[src/rtl/det_pkg.sv]
// rtl/det_pkg.sv - shared widths, element count and FSM encoding for the determinant loader
//
// Contents:
//   ELEM_W_DEF / RES_W_DEF  default signed element and determinant widths
//   N_ELEM / IDX_W          matrix element count (4x4) and write-index width
//   TIMEOUT_CYC_DEF         default WAIT-state abort threshold (used with DET_TIMEOUT_EN)
//   S_* / state_t           loader FSM state encoding
package det_pkg;

  localparam int ELEM_W_DEF      = 8;
  localparam int RES_W_DEF       = 16;
  localparam int N_ELEM          = 16;
  localparam int IDX_W           = $clog2(N_ELEM);
  localparam int TIMEOUT_CYC_DEF = 256;

  localparam logic [1:0] S_LOAD  = 2'd0;
  localparam logic [1:0] S_START = 2'd1;
  localparam logic [1:0] S_WAIT  = 2'd2;
  localparam logic [1:0] S_HOLD  = 2'd3;

  typedef enum logic [1:0] {
    ST_LOAD  = S_LOAD,
    ST_START = S_START,
    ST_WAIT  = S_WAIT,
    ST_HOLD  = S_HOLD
  } state_t;

endpackage

[src/rtl/mat_regbuf_4x4.sv]
// rtl/mat_regbuf_4x4.sv - 16-entry write-indexed element register bank with flat output
//
// Ports:
//   clk, rst_n   clock and asynchronous active-low reset (clears all entries)
//   we           write enable for one entry this cycle
//   widx         entry index to write, 0 = element a
//   wdata        element value
//   mat_flat     all entries, entry k at [k*ELEM_W +: ELEM_W]
module mat_regbuf_4x4
  import det_pkg::*;
#(
  parameter int ELEM_W = ELEM_W_DEF
) (
  input  logic                     clk,
  input  logic                     rst_n,
  input  logic                     we,
  input  logic [IDX_W-1:0]         widx,
  input  logic [ELEM_W-1:0]        wdata,
  output logic [N_ELEM*ELEM_W-1:0] mat_flat
);

  logic [ELEM_W-1:0] elem [N_ELEM];

  always_ff @(posedge clk or negedge rst_n) begin
    if (!rst_n) begin
      for (int k = 0; k < N_ELEM; k++) begin
        elem[k] <= '0;
      end
    end else if (we) begin
      elem[widx] <= wdata;
    end
  end

  for (genvar g = 0; g < N_ELEM; g++) begin : g_flat
    assign mat_flat[g*ELEM_W +: ELEM_W] = elem[g];
  end

endmodule

[src/rtl/det_matrix_loader.sv]
// rtl/det_matrix_loader.sv - buffers a row-major 4x4 matrix, runs the determinant unit, holds the result
//
// Optional feature macro: DET_TIMEOUT_EN (WAIT-state timeout with sticky err).
//
// Ports:
//   clk, rst_n   clock and asynchronous active-low reset
//   flush        synchronous abort: back to LOAD, partial matrix and pending result dropped
//   in_valid     element available      in_ready   loader accepts element (LOAD only)
//   in_data      signed element, row-major a..p
//   mat_flat     buffered matrix, element k at [k*ELEM_W +: ELEM_W]
//   det_start    one-cycle start pulse  det_done   completion (may stay high)
//   det_result   determinant, sampled on the det_done rising edge
//   res_valid    result held            res_ready  host takes result
//   res_data     captured determinant
//   busy         high in START/WAIT     err        sticky timeout flag (0 without DET_TIMEOUT_EN)
module det_matrix_loader
  import det_pkg::*;
#(
  parameter int ELEM_W      = ELEM_W_DEF,
  parameter int RES_W       = RES_W_DEF,
  parameter int TIMEOUT_CYC = TIMEOUT_CYC_DEF
) (
  input  logic                     clk,
  input  logic                     rst_n,
  input  logic                     flush,
  input  logic                     in_valid,
  output logic                     in_ready,
  input  logic [ELEM_W-1:0]        in_data,
  output logic [N_ELEM*ELEM_W-1:0] mat_flat,
  output logic                     det_start,
  input  logic                     det_done,
  input  logic [RES_W-1:0]         det_result,
  output logic                     res_valid,
  input  logic                     res_ready,
  output logic [RES_W-1:0]         res_data,
  output logic                     busy,
  output logic                     err
);

  state_t           state;
  logic [IDX_W-1:0] idx;
  logic             det_done_q;
  logic             done_rise;
  logic             wr_en;

  // det_done_q follows det_done in every state, so a level left high by an
  // earlier operation never looks like a fresh edge when WAIT is entered.
  assign done_rise = det_done & ~det_done_q;

  // in_ready is registered and is high exactly in LOAD; flush wins over a
  // same-cycle element.
  assign wr_en = in_ready & in_valid & ~flush;

`ifdef DET_TIMEOUT_EN
  localparam int CNT_W = $clog2(TIMEOUT_CYC + 1);

  logic [CNT_W-1:0] wait_cnt;
  logic             err_q;
  logic             timeout_hit;

  // wait_cnt is 0 in the first WAIT cycle, so the abort fires at the end of
  // the TIMEOUT_CYC-th WAIT cycle.
  assign timeout_hit = (wait_cnt == CNT_W'(TIMEOUT_CYC - 1));
  assign err         = err_q;
`else
  localparam int unused_timeout_cyc = TIMEOUT_CYC;
  assign err = 1'b0;
`endif

  mat_regbuf_4x4 #(
    .ELEM_W (ELEM_W)
  ) u_regbuf (
    .clk      (clk),
    .rst_n    (rst_n),
    .we       (wr_en),
    .widx     (idx),
    .wdata    (in_data),
    .mat_flat (mat_flat)
  );

  always_ff @(posedge clk or negedge rst_n) begin
    if (!rst_n) begin
      det_done_q <= 1'b0;
    end else begin
      det_done_q <= det_done;
    end
  end

  always_ff @(posedge clk or negedge rst_n) begin
    if (!rst_n) begin
      state     <= ST_LOAD;
      idx       <= '0;
      in_ready  <= 1'b1;
      det_start <= 1'b0;
      busy      <= 1'b0;
      res_valid <= 1'b0;
      res_data  <= '0;
`ifdef DET_TIMEOUT_EN
      wait_cnt  <= '0;
      err_q     <= 1'b0;
`endif
    end else begin
      det_start <= 1'b0;
      if (flush) begin
        state     <= ST_LOAD;
        idx       <= '0;
        in_ready  <= 1'b1;
        busy      <= 1'b0;
        res_valid <= 1'b0;
`ifdef DET_TIMEOUT_EN
        err_q     <= 1'b0;
`endif
      end else begin
        unique case (state)
          ST_LOAD: begin
            if (wr_en) begin
              idx <= idx + IDX_W'(1);
              if (idx == IDX_W'(N_ELEM - 1)) begin
                state     <= ST_START;
                det_start <= 1'b1;
                in_ready  <= 1'b0;
                busy      <= 1'b1;
              end
            end
          end
          ST_START: begin
            state <= ST_WAIT;
`ifdef DET_TIMEOUT_EN
            wait_cnt <= '0;
`endif
          end
          ST_WAIT: begin
            if (done_rise) begin
              res_data  <= det_result;
              res_valid <= 1'b1;
              busy      <= 1'b0;
              state     <= ST_HOLD;
`ifdef DET_TIMEOUT_EN
            end else if (timeout_hit) begin
              err_q    <= 1'b1;
              busy     <= 1'b0;
              in_ready <= 1'b1;
              idx      <= '0;
              state    <= ST_LOAD;
            end else begin
              wait_cnt <= wait_cnt + CNT_W'(1);
`endif
            end
          end
          ST_HOLD: begin
            if (res_ready) begin
              res_valid <= 1'b0;
              in_ready  <= 1'b1;
              idx       <= '0;
              state     <= ST_LOAD;
            end
          end
          default: begin
            state    <= ST_LOAD;
            idx      <= '0;
            in_ready <= 1'b1;
            busy     <= 1'b0;
          end
        endcase
      end
    end
  end

endmodule
[config.mk]
export PLATFORM = sky130hd
export DESIGN_NAME = det_matrix_loader
export DESIGN_NICKNAME = d
export VERILOG_FILES = /design/src/rtl/det_pkg.sv /design/src/rtl/mat_regbuf_4x4.sv /design/src/rtl/det_matrix_loader.sv
export SDC_FILE = /design/constraint.sdc
export NUM_CORES = 1
export LEC_CHECK = 0
export BUFFER_PORTS_ARGS = -buffer_cell sky130_fd_sc_hd__buf_2
export CAP_MARGIN = 15
export CORE_MARGIN = 1.5
export CORE_UTILIZATION = 47
export DETAILED_ROUTE_END_ITERATION = 10
export GPL_TIMING_DRIVEN = 1
export HOLD_SLACK_MARGIN = 0.08
export MAX_ROUTING_LAYER = met4
export PLACE_DENSITY = 0.76
export SETUP_SLACK_MARGIN = 0.4
export SLEW_MARGIN = 20
export SYNTH_ARGS = -nofsm -noshare
export SYNTH_HDL_FRONTEND = slang
export SYNTH_SLANG_ARGS = --single-unit
[constraint.sdc]
create_clock -name clk -period 1.65 [get_ports clk]
set_input_delay 0.165 -clock clk [delete_from_list [all_inputs] [get_ports clk]]
set_output_delay 0.165 -clock clk [all_outputs]
set_load 0.01 [all_outputs]
==> results of run 1 <==
-- through the flow --
step           hold slack [ns]  instances
6_report                0.1209        843
4_1_cts                 0.1083        836
5_1_grt                 0.1154        843
3_3_place_gp           0.09150        772
2_1_floorplan          -0.1306        398
3_5_place_dp           0.09653        772
-- cells by family after synthesis --
family | Yosys count
multiplexers | 147
other | 1
AND/OR/NAND/NOR | 49
buffers and inverters | 22
AO/OA/AOI/OAI | 17
adder cells (fa/ha/maj) | 7
flip-flops | 155
-- state kept, by name, indices dropped and copies added (netlist names) --
signal             count
in_ready               1
det_start              1
busy                   1
res_data              16
u_regbuf.mat_flat    128
res_valid              1
det_done_q             1
idx                    4
state                  2
-- cells in the mapped netlist (2+ instances only) --
| library cell | instances |
|---|---|
| ha_1 | 7 |
| buf_6 | 2 |
| nor2_2 | 9 |
| mux2_4 | 16 |
| a31oi_1 | 2 |
| mux2_2 | 129 |
| clkbuf_1 | 8 |
| and2_1 | 2 |
| nand2_1 | 7 |
| buf_2 | 2 |
| nand3_1 | 6 |
| nor2b_1 | 2 |
| or4_1 | 2 |
| inv_1 | 5 |
| nand3b_2 | 2 |
| dfrtp_1 | 154 |
| nor2_1 | 4 |
| nand2b_1 | 3 |
| nor3_2 | 2 |
| buf_4 | 4 |
| a21oi_1 | 2 |
| o21ai_0 | 8 |
-- final timing paths --
check,start,to,cells after the start
worst min-delay path,flush,state[1],4
min in group asynchronous,rst_n,u_regbuf.mat_flat[14],2
worst max-delay path,in_ready,u_regbuf.mat_flat[19],4
worst min register to register,u_regbuf.mat_flat[109],u_regbuf.mat_flat[109],1
max in group asynchronous,rst_n,in_ready,3
worst max register to register,in_ready,u_regbuf.mat_flat[19],4
-- per-layer routing --
metal  part of all wire (%)  vias up  track usage (%)
li1                       -     1923                -
met1                     43     2250            33.42
met2                     48      174            40.95
met3                    6.6       31            8.012
met4                    2.2        0            8.232
met5                      0        -                -
-- tightest hold or removal path: stages --
cell	delay, ns
buf_2	0.11
inv_2	0.09
nand2_1	0.07
mux2i_1	0.06
-- area by class of cell --
type,count,area [um2],area share (%)
flip-flops and latches,155,3882,40.95
multi-input cells,221,2964,31.27
repair buffers,258,1807,19.06
clock buffers,24,471.7,4.976
well taps,172,215.2,2.270
clock inverters,7,115.1,1.214
inverters,6,25.02,0.2640
-- power by group --
group          internal (mW)  switching, mW
combinational           2.34           1.91
clock                   2.45           1.47
sequential              4.59          0.507
-- what timing repair did --
action / 4_1_cts / 5_1_grt
endpoints found under the hold margin: 171 / 0
pin swaps: 19 / 11
resized for setup: 128 / 24
hold buffers: 18 / 0
endpoints found under the setup margin: 155 / 155
setup buffers: 14 / 7
gates cloned: 1 / 0
==> out/qor.yml, run 1 <==
yosys_warnings: 0
path_class: "reg -> reg"
cts-root-buf: "clkbuf_16"
synthFlopType: "dfrtp_1"
via_count: 4378
cp_slowest_cell: "dfstp_2"
finClkSkew_ns: 0.006085
dieArea_um2: 13950
grt-ovfl-total: 0
nets: 696
grt_pass1_wl_mm: 27.07
critPathLaunchType: "flip-flop"
drcViolationCount: 0
synth_top_family_by_area: "multiplexers"
syn_avg_cell_area_um2: 15.65
gr-usage-all-layers_pct: 26.38
grt_max_degree: 45
synth.yosys.seq_area_share_pct: 62.28
n_antenna_cell: 0
syn_to_final_growth_pct: 52.18
clkSinkCount: 155
synthTopCellsByArea: "dfrtp_1 62%, mux2_2 23%, mux2_4 3.9%"
cts_buffers: 17
cp.required_ns: 1.95
fin_util_pct: 74.22
leakage_nw: 4.959
end_kind: "flip-flop"
synth_xor_area_share_pct: 0
drt_iter0_markers: 237
layout_commonest_cell: "buf_2"
slew_violations: 0
cellPowerDensity_nw_per_um2: 1398
period_share_pct: 107.3
fin_total_pwr_mw: 13.26
ys_ff_latch: 155
rows: 41
cts_max_level: 4
violations: "setup timing"
cap_violations: 0
path_cells: "nand2_2 > or4_4 > buf_6 > mux2_4"
finalHoldViolations: 0
initial_core_util_pct: 48.77
io_buffers: 177
drive_above_1_share_pct: 70.34
core_um2: 12770
synth_adder_area_share_pct: 1.406
synth_top_area_cell: "dfrtp_1"
synth-async-reset-ratio_pct: 100.0
place_hpwl_mm: 10.43
fmax_mhz: 564.7
syn_area_um2: 6230
hold_class: "in -> reg"
ant_nets: 0
die_w_um: 118.1
nFillCells: 781
path_buf_inv: 1
rrSetupSlack_ns: -0.12
clock_latency_ns: 0.42
wirelength_mm: 17.61
synth_edf_count: 0
setup_tns_ns: -5.232
finalCriticalPeriod_ns: 1.771
netlist.area_leader.share_pct: 61.86
setup_viol: 119
routabilityCongestion: 0.8614
max_stage_delay_ns: 0.58
place_ws_ns: -0.09225
wl_per_cell_um: 20.89
synth-simple-area-share_pct: 5.242
ys_types: 42
place_area_um2: 7888
die_y_um: 118.1
most-common-layout-cells: "175 x buf_2, 152 x dfrtp_1, 119 x mux2_4, 27 x mux2_2"
clock_path_buffers: 2
drt_pre_antenna_iters: 4
cts.clk_slew.worst_paths_ns: 0.06
antenna_found_initial: 0
cp_top_family: "simple AND/OR/NAND/NOR gates"
synth_compound_area_share_pct: 1.647
io_pins: 179
vias_per_cell: 5.193
cts_tree: "yes"
postSynthCellCount: 398
peakVddDrop_mv: 0.9260
finalInstanceArea_um2: 9480
worstPathArrival_ns: 2.07
muxShareOfSynthArea_pct: 27.52
status: "complete, but fails checks"
grt_pass1_vias: 4728
layout_setup_ws_ns: -0.1207
synth_nets: 435
crit_fanout: 8
rsz0062_at_grt: "yes"
Power figures use the tool's default switching activity.
==> run 2, diff against run 1 <==
--- a/config.mk
+++ b/config.mk
@@ -12,7 +12,6 @@
 export DETAILED_ROUTE_END_ITERATION = 10
 export GPL_TIMING_DRIVEN = 1
 export HOLD_SLACK_MARGIN = 0.08
-export MAX_ROUTING_LAYER = met4
 export PLACE_DENSITY = 0.76
 export SETUP_SLACK_MARGIN = 0.4
 export SLEW_MARGIN = 20
==> run 2 against run 1 <==
Against the previous run:
- the run still ends with setup timing left
- register-to-register slack about the same
- core utilization unchanged
- combinational power about the same
- cell area stayed put
- flip-flop and latch count unchanged
- fmax decreased by 0.33%
- clock skew about the same
- global-route usage is 0.80 points lower
- first-iteration DRC count down 4.6%
- worst hold slack improved by 0.0030 ns
- final cell count unchanged
- highest routed layer unchanged
==> out/qor.yml, run 2 (synthesis gave the netlist of run 1 again) <==
layout_commonest_cell: "buf_2"
whs_ns: 0.1238
swShare_pct: 29.29
critPathLaunchType: "flip-flop"
path_class: "reg -> reg"
comb_power_share_pct: 32.0
gr-usage-all-layers_pct: 25.58
rows: 41
dp_cells: 772
layout_setup_ws_ns: -0.1265
ant_nets: 0
fin_util_pct: 74.22
worstHoldStart: "flush"
grt_max_degree: 45
nFillCells: 781
wirelength_mm: 17.57
status: "complete, but fails checks"
drt_pre_antenna_iters: 4
finalHoldViolations: 0
setup_viol: 121
leakage_nw: 4.959
drcViolationCount: 0
rr_worst_depth: 4
io_pins: 179
grt_pass1_wl_mm: 27.05
drt_iter0_markers: 226
nets: 696
io_buffers: 177
hold_class: "in -> reg"
peakVddDrop_mv: 0.9250
clock_latency_ns: 0.42
vias_per_cell: 5.202
crit_fanout: 8
grt-ovfl-total: 0
whs_path_depth: 4
fmax_mhz: 562.9
syn_to_final_growth_pct: 52.18
finalCriticalPeriod_ns: 1.776
initial_core_util_pct: 48.77
n_antenna_cell: 0
cts-root-buf: "clkbuf_16"
cap_violations: 0
dieArea_um2: 13950
drive_above_1_share_pct: 70.34
clkSinkCount: 155
p_sw_mw: 3.880
antenna_found_initial: 0
violations: "setup timing"
slew_violations: 0
via_count: 4385
hold_end: "state[1]"
core_um2: 12770
r2r_start: "in_ready"
worstPathArrival_ns: 2.08
fin_total_pwr_mw: 13.25
end_kind: "flip-flop"
stdcell_count: 843
r2r_end: "u_regbuf.mat_flat[19]"
cts_buffers: 17
seqPwrFrac_pct: 38.5
largest_reg_flops: 128
cellPowerDensity_nw_per_um2: 1398
cts_max_level: 4
clkPwrFrac_pct: 29.5
rrSetupSlack_ns: -0.13
cp.required_ns: 1.95
finClkSkew_ns: 0.005861
place_hpwl_mm: 10.43
die_w_um: 118.1
routabilityCongestion: 0.8481
cts_tree: "yes"
period_share_pct: 107.7
wl_per_cell_um: 20.85
most-common-layout-cells: "175 x buf_2, 152 x dfrtp_1, 119 x mux2_4, 27 x mux2_2"
cts.clk_slew.worst_paths_ns: 0.06
grt_pass1_vias: 4723
clock_path_buffers: 2
p_int_mw: 9.369
die_y_um: 118.1
rsz0062_at_grt: "yes"
## run 2: layout make-up
cell class	instances	area (um2)	share of cell area, %
multi-input cells	221	2964	31.27
flip-flops and latches	155	3882	40.95
clock inverters	7	115.1	1.214
inverters	6	25.02	0.2640
well taps	172	215.2	2.270
clock buffers	24	471.7	4.976
repair buffers	258	1807	19.06
## run 2: worst max path at each step
stage          slack (ns)                    end  cells past startpoint      from
3_3_place_gp        -0.07   u_regbuf.mat_flat[4]                      6    idx[0]
5_1_grt             -0.14  u_regbuf.mat_flat[34]                      5  in_ready
4_1_cts             -0.06  u_regbuf.mat_flat[18]                      4  in_ready
3_5_place_dp        -0.09   u_regbuf.mat_flat[1]                      6    idx[0]
2_1_floorplan       -0.13  u_regbuf.mat_flat[16]                      5  in_ready
6_report            -0.13  u_regbuf.mat_flat[19]                      4  in_ready
## run 2: per-layer routing
layer,track usage (%),vias up,part of all wire (%)
li1,-,1923,-
met1,33.00,2260,42
met2,41.02,172,48
met3,8.349,30,6.9
met4,8.232,0,2.5
met5,0,-,0
## run 2: what timing repair did
action / 4_1_cts / 5_1_grt
cloned: 1 / 0
pin swaps: 19 / 11
hold endpoints to repair: 171 / 0
gates resized for setup: 128 / 24
setup buffers: 14 / 7
hold buffers: 18 / 0
setup endpoints to repair: 155 / 155
## run 2: critical path, stage by stage, from the launching register on
cell	delay, ns
dfstp_2	0.59
nand2_2	0.11
or4_4	0.49
buf_6	0.17
mux2_4	0.30
## run 2: power by group through the flow
stage,Sequential [mW],Combinational [mW],Clock (mW)
after CTS,5.05,3.92,3.95
after global routing,5.18,4.49,4.14
final,5.10,4.24,3.91
after detailed placement,5.08,3.33,0
after global placement,5.04,3.23,0
after floorplan,5.39,1.54,0
## run 2: stage by stage
stage,setup TNS (ns),area (um2),setup WS [ns]
after floorplan,-3.335,6472,-0.1290
after global placement,-1.102,7888,-0.06715
after detailed placement,-2.951,7888,-0.09225
after CTS,-1.142,9318,-0.05550
after global routing,-10.73,9480,-0.1379
final,-6.001,9480,-0.1265
==> run 3, diff against run 2 <==
--- a/config.mk
+++ b/config.mk
@@ -7,12 +7,14 @@
 export LEC_CHECK = 0
 export BUFFER_PORTS_ARGS = -buffer_cell sky130_fd_sc_hd__buf_2
 export CAP_MARGIN = 15
+export CELL_PAD_IN_SITES_DETAIL_PLACEMENT = 0
+export CELL_PAD_IN_SITES_GLOBAL_PLACEMENT = 1
 export CORE_MARGIN = 1.5
-export CORE_UTILIZATION = 47
+export CORE_UTILIZATION = 38
 export DETAILED_ROUTE_END_ITERATION = 10
 export GPL_TIMING_DRIVEN = 1
 export HOLD_SLACK_MARGIN = 0.08
-export PLACE_DENSITY = 0.76
+export PLACE_DENSITY_LB_ADDON = 0.1
 export SETUP_SLACK_MARGIN = 0.4
 export SLEW_MARGIN = 20
 export SYNTH_ARGS = -nofsm -noshare
==> run 3 against run 2 <==
Against the previous run:
- the flow still finishes with violations (setup timing)
- clock skew about the same
- sequential power down 1%
- total power down 0.93%
- setup slack better by 0.012 ns
- clock power about the same
- critical endpoint is now u_regbuf.mat_flat[3]
- highest routed layer unchanged
==> out/qor.yml, run 3 (synthesis gave the netlist of run 1 again) <==
drt_iter0_markers: 125
grt_pass1_wl_mm: 24.28
setup_tns_ns: -3.259
rsz0062_at_grt: "yes"
grt-ovfl-total: 0
whs_ns: 0.1835
cts_tree: "yes"
vias_per_cell: 4.787
violations: "setup timing"
rows: 46
leakage_nw: 4.952
routabilityCongestion: 0.8570
io_buffers: 177
nets: 695
clock_latency_ns: 0.42
antenna_found_initial: 0
wirelength_mm: 16.81
hold_class: "in -> reg"
use_met3_pct: 6.067
drive_above_1_share_pct: 70.79
grt_max_degree: 39
grt_pass1_vias: 4379
layout_setup_ws_ns: -0.1142
place_ws_ns: -0.1012
grt.met2_usage_pct: 31.11
grt_use_met1_pct: 24.64
ant_nets: 0
drcViolationCount: 0
stdcell_count: 887
slew_violations: 0
place_area_um2: 8000
finClkSkew_ns: 0.006183
dp_cells: 817
cts.clk_slew.worst_paths_ns: 0.06
whs_path_depth: 4
crit_fanout: 8
place_hpwl_mm: 10.70
finalCriticalPeriod_ns: 1.764
via_count: 4246
rr_worst_depth: 6
syn_to_final_growth_pct: 52.94
cts-root-buf: "clkbuf_16"
finalHoldViolations: 0
path_class: "reg -> reg"
fin_util_pct: 59.76
worstPathArrival_ns: 2.06
crit_cells: 6
cp_top_family: "simple AND/OR/NAND/NOR gates"
cp.required_ns: 1.95
clkSinkCount: 155
end_kind: "flip-flop"
io_pins: 179
grt-busiest-layer: "met2"
wl_per_cell_um: 18.95
die_w_um: 131.0
core_um2: 15940
status: "complete, but fails checks"
drt_pre_antenna_iters: 4
n_antenna_cell: 0
die_y_um: 131.0
finalInstanceArea_um2: 9528
path_cells: "inv_2 > ha_4 > nand2_2 > or4_4 > buf_8 > mux2_4"
layout_commonest_cell: "buf_2"
critPathLaunchType: "flip-flop"
period_share_pct: 106.9
largest_reg_flops: 128
max_stage_delay_ns: 0.49
cp_slowest_cell: "or4_4"
fin_total_pwr_mw: 13.13
dieArea_um2: 17170
cts_buffers: 17
cts_max_level: 4
cap_violations: 0
setup_viol: 78
clock_path_buffers: 2
initial_core_util_pct: 39.08
gr-usage-all-layers_pct: 19.20
most-common-layout-cells: "175 x buf_2, 153 x dfrtp_1, 111 x mux2_4, 35 x mux2_2, 28 x buf_4"
cellPowerDensity_nw_per_um2: 1378
fmax_mhz: 566.8
peakVddDrop_mv: 0.8367
path_buf_inv: 2
## run 3: power by group
part           total [mW]  internal (mW)  switching, mW
logic                4.16           2.34           1.82
clock network        3.91           2.41           1.50
registers            5.05           4.58          0.469
## run 3: worst register-to-register path: stages, from the launching register on
cell,delay [ns]
dfrtp_1,0.40
inv_2,0.12
ha_4,0.14
nand2_2,0.05
or4_4,0.49
buf_8,0.16
mux2_4,0.29
## run 3: repair_timing
item                       in CTS  in global routing
setup endpoints to repair     155                155
buffers inserted                3                 15
hold buffers                   18                  0
pin swaps                      12                 16
gates cloned                    0                  2
hold endpoints to repair      172                  0
gates resized for setup        55                 78
## run 3: worst paths after layout
kind	startpoint	endpoint	slack (ns)
setup / recovery	idx[0]	u_regbuf.mat_flat[3]	-0.11
hold reg to reg	u_regbuf.mat_flat[11]	u_regbuf.mat_flat[11]	0.50
setup reg to reg	idx[0]	u_regbuf.mat_flat[3]	-0.11
min in group asynchronous	rst_n	res_data[12]	0.23
hold / removal	flush	state[1]	0.18
max in group asynchronous	rst_n	u_regbuf.mat_flat[43]	0.86
## run 3: final cells by class
class / instances / area [um2]
Clock buffer: 21 / 450.4
Clock inverter: 11 / 145.1
Multi-Input combinational cell: 221 / 2924
Inverter: 6 / 22.52
Tap cell: 216 / 270.3
Timing Repair Buffer: 257 / 1834
Fill cell: 1290 / 6415
Sequential cell: 155 / 3881
## run 3: metal layers
metal / routed length [um] / part of all wire [%] / up-vias
met5: 0 / 0 / -
met1: 7441 / 44 / 2182
met3: 934 / 5.6 / 16
met4: 163 / 0.97 / 0
li1: - / - / 1923
met2: 8268 / 49 / 125
